$ cat config.mk
export PLATFORM = sky130hd
export DESIGN_NAME = issue_unit_param_flat
export DESIGN_NICKNAME = d
export VERILOG_FILES = /design/src/rtl/issue_unit_param_if.sv /design/src/rtl/issue_unit_param.sv /design/src/flat_wrapper.sv
export SDC_FILE = /design/constraint.sdc
export NUM_CORES = 1
export LEC_CHECK = 0
export ABC_AREA = 1
export CELL_PAD_IN_SITES_DETAIL_PLACEMENT = 1
export CELL_PAD_IN_SITES_GLOBAL_PLACEMENT = 1
export CORE_AREA = 3 3 86 88
export CTS_CLUSTER_DIAMETER = 50
export DETAILED_ROUTE_END_ITERATION = 10
export DIE_AREA = 0 0 89 91
export PLACE_DENSITY = 0.89
export SLEW_MARGIN = 10
export SYNTH_ARGS = -nofsm -noshare
export SYNTH_HDL_FRONTEND = slang
export SYNTH_SLANG_ARGS = --single-unit
export TNS_END_PERCENT = 5
$ cat constraint.sdc
create_clock -name clk -period 4.4 [get_ports clk]
set_clock_uncertainty 0.1 [all_clocks]
set_input_delay 1.1 -clock clk [delete_from_list [all_inputs] [get_ports clk]]
set_output_delay 1.1 -clock clk [all_outputs]
set_load 0.01 [all_outputs]
$ cat src/rtl/issue_unit_param_if.sv
// issue_unit_param_if: bundles the instruction-queue handshake, RS free maps,
// ROB/branch events and the registered issue bus of the issue unit.
// Latency: none (wires only). Backpressure: iq_ready from slave to master.
// Ports: master = instruction source / environment, slave = issue unit.
interface issue_unit_param_if #(
  parameter int ROB_W    = 3,
  parameter int ADD_RS   = 3,
  parameter int MULT_RS  = 2,
  parameter int LD_RS    = 3,
  parameter int ST_RS    = 2,
  parameter int RS_TAG_W = 4
);
  logic                iq_valid;
  logic [31:0]         iq_instr;
  logic                iq_ready;
  logic [ADD_RS-1:0]   rs_add_free;
  logic [MULT_RS-1:0]  rs_mult_free;
  logic [LD_RS-1:0]    rs_ld_free;
  logic [ST_RS-1:0]    rs_st_free;
  logic                rob_commit;
  logic                br_resolve;
  logic                issue_valid;
  logic [5:0]          issue_opcode;
  logic [4:0]          issue_src1;
  logic [4:0]          issue_src2;
  logic [4:0]          issue_dest;
  logic                issue_nodest;
  logic [RS_TAG_W-1:0] issue_rs_tag;
  logic [ROB_W-1:0]    issue_rob_tag;
  logic                rob_full;
  logic [ROB_W:0]      rob_count;

  modport master (
    output iq_valid, iq_instr, rs_add_free, rs_mult_free, rs_ld_free, rs_st_free,
           rob_commit, br_resolve,
    input  iq_ready, issue_valid, issue_opcode, issue_src1, issue_src2, issue_dest,
           issue_nodest, issue_rs_tag, issue_rob_tag, rob_full, rob_count
  );

  modport slave (
    input  iq_valid, iq_instr, rs_add_free, rs_mult_free, rs_ld_free, rs_st_free,
           rob_commit, br_resolve,
    output iq_ready, issue_valid, issue_opcode, issue_src1, issue_src2, issue_dest,
           issue_nodest, issue_rs_tag, issue_rob_tag, rob_full, rob_count
  );
endinterface

$ cat src/rtl/issue_unit_param.sv
// issue_unit_param: decodes one Alpha-subset instruction, picks a free RS entry, allocates a ROB tag.
// Latency: issue bus registered, valid one cycle after iq_valid & iq_ready.
// Backpressure: iq_ready drops when ROB full, class RS map empty, or a branch is unresolved.
// Ports: clk, reset (async, active-high); bus (slave) carries the IQ handshake, free maps,
// rob_commit/br_resolve events, the issue_* bus and rob_full/rob_count status.
module issue_unit_param #(
  parameter int ROB_DEPTH = 8,
  parameter int ROB_W     = 3,
  parameter int ADD_RS    = 3,
  parameter int MULT_RS   = 2,
  parameter int LD_RS     = 3,
  parameter int ST_RS     = 2,
  parameter int RS_TAG_W  = 4
) (
  input  logic               clk,
  input  logic               reset,
  issue_unit_param_if.slave  bus
);

  localparam logic [RS_TAG_W-1:0] MULT_BASE = RS_TAG_W'(ADD_RS);
  localparam logic [RS_TAG_W-1:0] LD_BASE   = RS_TAG_W'(ADD_RS + MULT_RS);
  localparam logic [RS_TAG_W-1:0] ST_BASE   = RS_TAG_W'(ADD_RS + MULT_RS + LD_RS);
  localparam logic [ROB_W:0]      FULL_CNT  = (ROB_W+1)'(ROB_DEPTH);

  typedef enum logic [2:0] {CLS_NOP, CLS_ADD, CLS_MULT, CLS_LD, CLS_ST} cls_e;
  typedef enum logic {S_RUN, S_BR_WAIT} state_e;

  state_e              state, next_state;
  cls_e                cls;
  logic                is_br;
  logic [4:0]          src1, src2, dest;
  logic                nodest;
  logic                avail;
  logic [RS_TAG_W-1:0] rs_tag;
  logic [RS_TAG_W-1:0] add_idx, mult_idx, ld_idx, st_idx;
  logic                run_ready;
  logic                fire, alloc, commit_ok;
  logic [ROB_W-1:0]    tail;
  logic [ROB_W:0]      rob_count;
  logic                rob_full;

  wire [5:0] op = bus.iq_instr[31:26];
  wire [4:0] ra = bus.iq_instr[25:21];
  wire [4:0] rb = bus.iq_instr[20:16];
  wire [4:0] rc = bus.iq_instr[4:0];
  // Function/literal bits are not needed by issue.
  wire unused_instr_bits = ^bus.iq_instr[15:5];

  // Class decode and operand routing.
  always_comb begin
    cls    = CLS_NOP;
    is_br  = 1'b0;
    src1   = '0;
    src2   = '0;
    dest   = '0;
    nodest = 1'b0;
    case (op)
      6'h10, 6'h11: begin cls = CLS_ADD;  src1 = ra; src2 = rb; dest = rc; end
      6'h13:        begin cls = CLS_MULT; src1 = ra; src2 = rb; dest = rc; end
      6'h29:        begin cls = CLS_LD;   src1 = rb; dest = ra; end
      6'h2D:        begin cls = CLS_ST;   src1 = ra; src2 = rb; nodest = 1'b1; end
      6'h39, 6'h3D: begin cls = CLS_ADD;  is_br = 1'b1; src1 = ra; nodest = 1'b1; end
      6'h1A:        begin cls = CLS_ADD;  is_br = 1'b1; src2 = rb; dest = ra; end
      6'h30, 6'h34: begin cls = CLS_ADD;  is_br = 1'b1; dest = ra; end
      default:      ;
    endcase
  end

  // Lowest-index free entry per class: scanning downward lets the lowest set bit win.
  always_comb begin
    add_idx  = '0;
    mult_idx = '0;
    ld_idx   = '0;
    st_idx   = '0;
    for (int i = ADD_RS-1; i >= 0; i--)  if (bus.rs_add_free[i])  add_idx  = RS_TAG_W'(i);
    for (int i = MULT_RS-1; i >= 0; i--) if (bus.rs_mult_free[i]) mult_idx = RS_TAG_W'(i);
    for (int i = LD_RS-1; i >= 0; i--)   if (bus.rs_ld_free[i])   ld_idx   = RS_TAG_W'(i);
    for (int i = ST_RS-1; i >= 0; i--)   if (bus.rs_st_free[i])   st_idx   = RS_TAG_W'(i);
  end

  // Global RS tag: class base + index + 1 so that tag 0 stays "no tag".
  always_comb begin
    avail  = 1'b0;
    rs_tag = '0;
    case (cls)
      CLS_ADD:  begin avail = |bus.rs_add_free;  rs_tag = add_idx + RS_TAG_W'(1); end
      CLS_MULT: begin avail = |bus.rs_mult_free; rs_tag = MULT_BASE + mult_idx + RS_TAG_W'(1); end
      CLS_LD:   begin avail = |bus.rs_ld_free;   rs_tag = LD_BASE + ld_idx + RS_TAG_W'(1); end
      CLS_ST:   begin avail = |bus.rs_st_free;   rs_tag = ST_BASE + st_idx + RS_TAG_W'(1); end
      default:  ;
    endcase
  end

  assign rob_full  = (rob_count == FULL_CNT);
  // NOPs are consumed unconditionally; they never touch the ROB or an RS.
  assign run_ready = (cls == CLS_NOP) | (~rob_full & avail);
  assign fire      = bus.iq_valid & (state == S_RUN) & run_ready;
  assign alloc     = fire & (cls != CLS_NOP);
  assign commit_ok = bus.rob_commit & (rob_count != '0);

  always_ff @(posedge clk or posedge reset) begin
    if (reset) state <= S_RUN;
    else       state <= next_state;
  end

  // br_resolve only matters while waiting; a resolve in RUN is dropped.
  always_comb begin
    next_state   = state;
    bus.iq_ready = 1'b0;
    case (state)
      S_RUN: begin
        bus.iq_ready = run_ready;
        if (bus.iq_valid && run_ready && is_br) next_state = S_BR_WAIT;
      end
      S_BR_WAIT: begin
        if (bus.br_resolve) next_state = S_RUN;
      end
      default: next_state = S_RUN;
    endcase
  end

  // ROB tail and occupancy; alloc+commit in one cycle cancel out.
  always_ff @(posedge clk or posedge reset) begin
    if (reset) begin
      tail      <= '0;
      rob_count <= '0;
    end else begin
      if (alloc) tail <= tail + ROB_W'(1);
      case ({alloc, commit_ok})
        2'b10:   rob_count <= rob_count + (ROB_W+1)'(1);
        2'b01:   rob_count <= rob_count - (ROB_W+1)'(1);
        default: ;
      endcase
    end
  end

  // Issue bus: valid pulses per allocation, fields hold between issues.
  always_ff @(posedge clk or posedge reset) begin
    if (reset) begin
      bus.issue_valid   <= 1'b0;
      bus.issue_opcode  <= '0;
      bus.issue_src1    <= '0;
      bus.issue_src2    <= '0;
      bus.issue_dest    <= '0;
      bus.issue_nodest  <= 1'b0;
      bus.issue_rs_tag  <= '0;
      bus.issue_rob_tag <= '0;
    end else begin
      bus.issue_valid <= alloc;
      if (alloc) begin
        bus.issue_opcode  <= op;
        bus.issue_src1    <= src1;
        bus.issue_src2    <= src2;
        bus.issue_dest    <= dest;
        bus.issue_nodest  <= nodest;
        bus.issue_rs_tag  <= rs_tag;
        bus.issue_rob_tag <= tail;
      end
    end
  end

  assign bus.rob_full  = rob_full;
  assign bus.rob_count = rob_count;

endmodule

$ cat src/flat_wrapper.sv
// flat-port wrapper written by rule: the top's interface ports become plain ports
module issue_unit_param_flat 
#(
  parameter int ROB_DEPTH = 8,
  parameter int ROB_W     = 3,
  parameter int ADD_RS    = 3,
  parameter int MULT_RS   = 2,
  parameter int LD_RS     = 3,
  parameter int ST_RS     = 2,
  parameter int RS_TAG_W  = 4
)
  (clk, reset, bus_iq_valid, bus_iq_instr, bus_rs_add_free, bus_rs_mult_free, bus_rs_ld_free, bus_rs_st_free, bus_rob_commit, bus_br_resolve, bus_iq_ready, bus_issue_valid, bus_issue_opcode, bus_issue_src1, bus_issue_src2, bus_issue_dest, bus_issue_nodest, bus_issue_rs_tag, bus_issue_rob_tag, bus_rob_full, bus_rob_count);
  issue_unit_param_if #(.ROB_W(ROB_W), .ADD_RS(ADD_RS), .MULT_RS(MULT_RS), .LD_RS(LD_RS), .ST_RS(ST_RS), .RS_TAG_W(RS_TAG_W)) bus_i ();
  input  logic clk;
  input  logic reset;
  input wire logic [$bits(bus_i.iq_valid)-1:0] bus_iq_valid;
  input wire logic [$bits(bus_i.iq_instr)-1:0] bus_iq_instr;
  input wire logic [$bits(bus_i.rs_add_free)-1:0] bus_rs_add_free;
  input wire logic [$bits(bus_i.rs_mult_free)-1:0] bus_rs_mult_free;
  input wire logic [$bits(bus_i.rs_ld_free)-1:0] bus_rs_ld_free;
  input wire logic [$bits(bus_i.rs_st_free)-1:0] bus_rs_st_free;
  input wire logic [$bits(bus_i.rob_commit)-1:0] bus_rob_commit;
  input wire logic [$bits(bus_i.br_resolve)-1:0] bus_br_resolve;
  output wire logic [$bits(bus_i.iq_ready)-1:0] bus_iq_ready;
  output wire logic [$bits(bus_i.issue_valid)-1:0] bus_issue_valid;
  output wire logic [$bits(bus_i.issue_opcode)-1:0] bus_issue_opcode;
  output wire logic [$bits(bus_i.issue_src1)-1:0] bus_issue_src1;
  output wire logic [$bits(bus_i.issue_src2)-1:0] bus_issue_src2;
  output wire logic [$bits(bus_i.issue_dest)-1:0] bus_issue_dest;
  output wire logic [$bits(bus_i.issue_nodest)-1:0] bus_issue_nodest;
  output wire logic [$bits(bus_i.issue_rs_tag)-1:0] bus_issue_rs_tag;
  output wire logic [$bits(bus_i.issue_rob_tag)-1:0] bus_issue_rob_tag;
  output wire logic [$bits(bus_i.rob_full)-1:0] bus_rob_full;
  output wire logic [$bits(bus_i.rob_count)-1:0] bus_rob_count;
  assign bus_i.iq_valid = bus_iq_valid;
  assign bus_i.iq_instr = bus_iq_instr;
  assign bus_i.rs_add_free = bus_rs_add_free;
  assign bus_i.rs_mult_free = bus_rs_mult_free;
  assign bus_i.rs_ld_free = bus_rs_ld_free;
  assign bus_i.rs_st_free = bus_rs_st_free;
  assign bus_i.rob_commit = bus_rob_commit;
  assign bus_i.br_resolve = bus_br_resolve;
  assign bus_iq_ready = bus_i.iq_ready;
  assign bus_issue_valid = bus_i.issue_valid;
  assign bus_issue_opcode = bus_i.issue_opcode;
  assign bus_issue_src1 = bus_i.issue_src1;
  assign bus_issue_src2 = bus_i.issue_src2;
  assign bus_issue_dest = bus_i.issue_dest;
  assign bus_issue_nodest = bus_i.issue_nodest;
  assign bus_issue_rs_tag = bus_i.issue_rs_tag;
  assign bus_issue_rob_tag = bus_i.issue_rob_tag;
  assign bus_rob_full = bus_i.rob_full;
  assign bus_rob_count = bus_i.rob_count;
  issue_unit_param #(.ROB_DEPTH(ROB_DEPTH), .ROB_W(ROB_W), .ADD_RS(ADD_RS), .MULT_RS(MULT_RS), .LD_RS(LD_RS), .ST_RS(ST_RS), .RS_TAG_W(RS_TAG_W)) u_core (.clk(clk), .reset(reset), .bus(bus_i));
endmodule
Word level (Yosys, flattened, before mapping)
Index checks and enable logic that the tools add are counted.
{"block": "totals", "regBits": 38, "latch_bits": 0, "word_cells": 86, "rom_bits": 0, "memories": 0, "ram_bits": 0, "output_inout_bits": 36, "in_bits": 47}
{"block": "classes", "mul": 0, "n_addsub": 10, "bitwise_logic": 8, "reduce_logical": 17, "shift": 0, "eq_ne": 17, "magnitude_cmp": 0, "mux": 23, "n_div": 0}
{"op": "6-bit == test (second input constant)", "count": 6}
{"op": "6-bit by 5-bit == test with 1-bit output (second input constant)", "count": 4}
{"op": "5-bit one-hot mux with 2 select lines", "count": 2}
{"op": "4-bit by 1-bit adder with 4-bit output (second input constant)", "count": 4}
{"op": "4-bit one-hot mux with 4 select lines", "count": 1}
{"op": "2-bit 2-to-1 mux", "count": 6}
{"op": "3-bit one-hot mux with 4 select lines", "count": 1}
{"op": "3-bit OR reduction", "count": 4}
{"op": "5-bit OR reduction", "count": 2}
{"op": "1-bit 2-to-1 mux", "count": 9}
{"op": "4-bit one-hot mux with 2 select lines", "count": 1}
{"op": "7-bit OR reduction", "count": 1}
{"op": "3-bit by 2-bit == test with 1-bit output (second input constant)", "count": 2}
{"op": "6-bit OR reduction", "count": 1}
{"op": "1-bit bitwise AND", "count": 5}
{"op": "5-bit 2-to-1 mux", "count": 1}
{"op": "3-bit by 2-bit adder with 4-bit output (first input constant)", "count": 1}
{"op": "4-bit by 1-bit adder with 4-bit output (first input constant)", "count": 1}
{"op": "4-bit == test (second input constant)", "count": 1}
{"op": "1-bit one-hot mux with 4 select lines", "count": 1}
{"op": "4-bit nonzero test", "count": 1}
{"op": "2-bit OR reduction", "count": 2}
{"op": "4-bit OR reduction", "count": 1}
{"op": "4-bit by 1-bit subtractor with 4-bit output (second input constant)", "count": 1}
{"op": "14 further kinds", "count": 16}

Logic depth before layout (Yosys ltp)
{"block": "logic_depth", "depth_word": 11, "mapped_depth": 18, "depth_no_buf": 17}

Least setup slack after synthesis
No wires, ideal clock.
{"block": "synth_timing", "path_kind": "input port to flip-flop", "from": "input bus_iq_instr[31]", "to": "register u_core.rob_count[3], in the netlist u_core.bus.rob_count[3]", "path_buffers": 1, "path_slack_ns": 1.032, "t_arrival_ns": 3.146, "setup_ns": 0.122, "t_required_ns": 4.178, "cell_stages": 18, "cell_sequence": "inv_1 > nand2_1 > nor2_1 > nand3_1 > nand2_1 > nor2_1 > nand2_1 > nand4_4 > buf_4 > ha_1 > ha_1 > nand2_1 > nor2_1 > a211oi_1 > nor2_1 > nor2_1 > nand2_1 > xor2_1"}
{"block": "synth_via", "elab_chain_cells": 11, "word_cells_on_any_way": 27, "cone_classes": "eq/ne (16); mux (3); bitwise (4); reduce/logical (4)"}
{"element": "start, declared", "line": "flat_wrapper.sv:17", "source": "input wire logic [$bits(bus_i.iq_instr)-1:0] bus_iq_instr;"}
{"element": "6-bit by 5-bit == test with 1-bit output / 6-bit == test (equally long branches)", "line": "issue_unit_param.sv:57", "source": "case (op)"}
{"element": "7-bit OR reduction (no line)"}
{"element": "3-bit one-hot mux with 4 select lines *", "line": "issue_unit_param.sv:57"}
{"element": "3-bit == test (tied with other cells)", "line": "issue_unit_param.sv:85", "source": "case (cls)"}
{"element": "1-bit one-hot mux with 4 select lines", "line": "issue_unit_param.sv:85"}
{"element": "1-bit bitwise AND", "line": "issue_unit_param.sv:96", "source": "assign run_ready = (cls == CLS_NOP) | (~rob_full & avail);"}
{"element": "1-bit bitwise OR", "line": "issue_unit_param.sv:96"}
{"element": "1-bit bitwise AND", "line": "issue_unit_param.sv:97", "source": "assign fire = bus.iq_valid & (state == S_RUN) & run_ready;"}
{"element": "1-bit bitwise AND *", "line": "issue_unit_param.sv:98", "source": "assign alloc = fire & (cls != CLS_NOP);"}
{"element": "2-bit by 1-bit == test with 1-bit output / 2-bit == test (equally long branches)", "line": "issue_unit_param.sv:129", "source": "case ({alloc, commit_ok})"}
{"element": "4-bit one-hot mux with 2 select lines / 2-bit nonzero test (equally long branches)"}
{"element": "end signal, assigned", "line": "issue_unit_param.sv:130", "source": "2'b10: rob_count <= rob_count + (ROB_W+1)'(1);"}
{"element": "end signal, assigned", "line": "issue_unit_param.sv:131", "source": "2'b01: rob_count <= rob_count - (ROB_W+1)'(1);"}
{"element": "end, declared", "line": "issue_unit_param.sv:39", "source": "logic [ROB_W:0] rob_count;"}
Mark *: on every way between the ends. The rest lies on a longest branch, timed or not.
A chain may end at the register's enable or synchronous reset.

Worst setup path after layout
Same ends and word-level chain as after synthesis.

==> results.md <==
- Worst path max stage delay: roughly 560 ps
- Crit Path Category: input port to flop
- Worst Tran Pin Value: between 400 and 500 ps
- RSZ-0062 raised after global routing: false
- Synth area leaders: dfrtp_1 (42%), nand2_1 (18%), nand4_1 (8.0%), inv_1 (5.6%), nand3_1 (3.8%)
- GRT Util Overall: 18.6%
- Routed len/inst: about 16 um
- Setup crit start kind: input port
- Fin nets: approximately 430
- H-Tree Depth: 2
- M1 WL: ~3000 um
- Placed Area: slightly above 3000 um^2
- Metal3 WL: between 200 and 300 um
- Initial antenna violation count: 0
- Final Critical Period: about 4000 ps
- Critical-path cell list: clkdlybuf4s50_1 > nand2_1 > inv_1 > nand3_1 > nand2_1 > nor2_1 > nand3_2 > buf_4 > nand4_4 > ha_1 > ha_1 > nand2_1 > nor2_1 > a211oi_1 > nor2_1 > nor2_1 > nand2_1 > xor2_1
- Worst vdd ir: about 120 uV
- Status: completed
- Critical path arrival: slightly above 4000 ps
- Clock Root Buffer: clkbuf_8
- Final WS setup: between 300 and 400 ps
- TNS Setup: 0 ps
- Num ports: 83
- Dpl cells: 454
- Die height: 91 um
- Die Area: between 8000 and 9000 um^2
- Detail Placement HPWL: approximately 5400 um
- GR Overflow Total: 0
- Slowest-stage cell, CP: clkdlybuf4s50_1
- Die width: around 89 um
- Min-delay src: u_core.bus.issue_rs_tag[2]
- Commonest non-fill, non-tap cell in the layout: nand2_1
- Post-synthesis sequential area ratio: 41.9%
- Max_slew headroom: 67.2%
- Area leader, netlist: dfrtp_1
- Final Util: between 40% and 50%
- Hold path depth: 2
- Pre-CTS setup slack: -38.0 ps
- Yosys top cell area share: 41.9%
- Distinct cells, synth: 30
- Netlist Area Pre-Place: between 2000 and 2500 um^2
- Pwr dens: ~350 nW/um^2
- Syn Area/Cell: about 7.4 um^2
- Synth warn: 0
- Gpl congestion: approximately 0.79
- Post-Synthesis Cells: ~310
- Vias in the first global route: 2391
- CTS Buffer Depth: 2
- Port-buffer cells: slightly above 70
- Total chip power: between 1 and 1.5 mW
- Post-Layout Cell Count: 460
- Core area: about 6700 um^2
- CP Capture Type: flop
- Maxcap violations: 0
- Fin area: about 3200 um^2
- Net count after synthesis: between 300 and 400
- Post-synthesis sequential element count: 38
- Share of cells above drive strength 1: under 10%
- Largest net degree at the start of global routing: 39
- Hold crit path type: flop to flop
- Leak: between 1.5 and 2 nW
- DR top layer: met4
- Clk sinks: 38
- Hold buffer count at cts: 0
- Fill cell count: around 850
- Diodes inserted: 0
- Remaining DRCs: 0
- Final setup violation count: 0
- RR Endpoint: u_core.bus.rob_count[3]
- Drt first pass iters: 4
- Worst R2R Start: u_core.bus.rob_count[1]
- Via count: 2376
- Tcrit/Tclk final: around nine tenths
- Vias/cell: between 5 and 6
- CTS tree: yes
- Worst-path fanout max: 31
- Min Hold Slack: about 380 ps
- Final Hold Viols: 0
- Post-route ant nets: 0
- Commonest non-fill, non-tap cells in the layout: nand2_1 (107), clkdlybuf4s50_1 (65), dfrtp_1 (38), inv_1 (34), nand4_1 (29)
- First-pass GRT wire length: approximately 12000 um
- Req. time, crit path: roughly 4500 ps
- Area delta synth->final: 40.0%
- Met2 wire len: between 3000 and 4000 um
- FF-to-FF setup slack: approximately 2000 ps
- Reg2reg path depth: 12
- Max Transition Viols Final: 0
- Reg clk slew, reported paths: 70 ps
- Worst-skew pair later-pin latency: 290 ps
- F_max: approximately 250 MHz
- Initial Util: between 30 and 40%
- Routed WL: between 7000 and 8000 um
- DRT iter0 DRCs: just over 100
- Cell Rows: 30
- TritonCTS Buffers: 5
- Hold endpoint: u_core.bus.issue_rs_tag[2]
[state kept, by name, summed over array words and instances, names as in the netlist, 3 cells and up]
name / count
u_core.bus.issue_opcode: 6
u_core.bus.issue_rs_tag: 4
u_core.bus.issue_src2: 5
u_core.bus.issue_rob_tag: 3
u_core.bus.issue_src1: 5
u_core.bus.rob_count: 4
u_core.bus.issue_dest: 5
u_core.tail: 3
[routing by layer]
layer	track usage (%)	vias up
li1	-	1147
met1	23.1	1155
met2	32.3	62
met3	2.90	12
met4	5.83	0
met5	0	-
[critical path, delay by kind of cell]
family | cells | cell delay (ps)
and+or+nand+nor | 11 | 1040
buffers and inverters | 3 | 970
adders and majority gates | 2 | 570
AOI/OAI and AO/OA | 1 | 250
xor gates and xnor gates | 1 | 150
[where the power goes]
part / switching [mW] / total [mW] / leakage (nW) / internal [mW]
Combinational: 0.215 / 0.417 / 1.14 / 0.202
Sequential: 0.0479 / 0.457 / 0.508 / 0.409
Clock: 0.121 / 0.242 / 0.0431 / 0.121
[timing repair]
action,4_1_cts,5_1_grt
endpoints found under the setup margin,1,1
setup buffers,0,0
resized for setup,3,5
[cell usage after synthesis]
cell	n
buf_6	1
inv_1	34
buf_4	4
nor2_4	2
dfrtp_1	38
a21oi_1	2
nand3_1	17
o21bai_1	1
ha_1	5
or2_2	1
nand4_1	29
xnor2_1	1
nand2_1	107
fa_1	1
nand4_2	1
o21ai_0	15
nor2_1	20
nor3_1	1
nand4_4	1
clkbuf_1	3
buf_2	4
a31oi_1	1
nand3b_1	1
nand3_2	3
xor2_1	3
inv_2	4
nor2_2	1
a21oi_2	1
o211ai_1	2
a211oi_1	1
[layout make-up]
type                       count  area, um^2  area share (%)
tap                           80         100            3.15
timing repair buffer          81         790            24.9
multi-input combinational    217        1110            34.9
inverter                      38         143            4.49
clock buffer                   6        82.6            2.60
sequential                    38         951            29.9
[worst max-delay path by stage]
stage / start / end / slack (ps)
CTS: bus_iq_instr[31] / bus_iq_ready / 20
global placement: bus_iq_instr[26] / bus_iq_ready / 50
finish: bus_iq_instr[31] / u_core.bus.rob_count[3] / 380
detailed placement: bus_iq_instr[26] / bus_iq_ready / -40
global route: bus_iq_instr[31] / u_core.bus.rob_count[3] / 170
floorplan: bus_iq_instr[31] / u_core.bus.rob_count[3] / 1030
[kinds of logic after synthesis]
logic type / Yosys count / share of synthesized area, %
compound gates: 23 / 5.74
fa+ha+maj: 6 / 3.64
flops: 38 / 41.9
xor+xnor: 4 / 1.54
simple gates: 184 / 37.7
buf+inv: 50 / 9.49
Power figures use the tool's default switching activity.
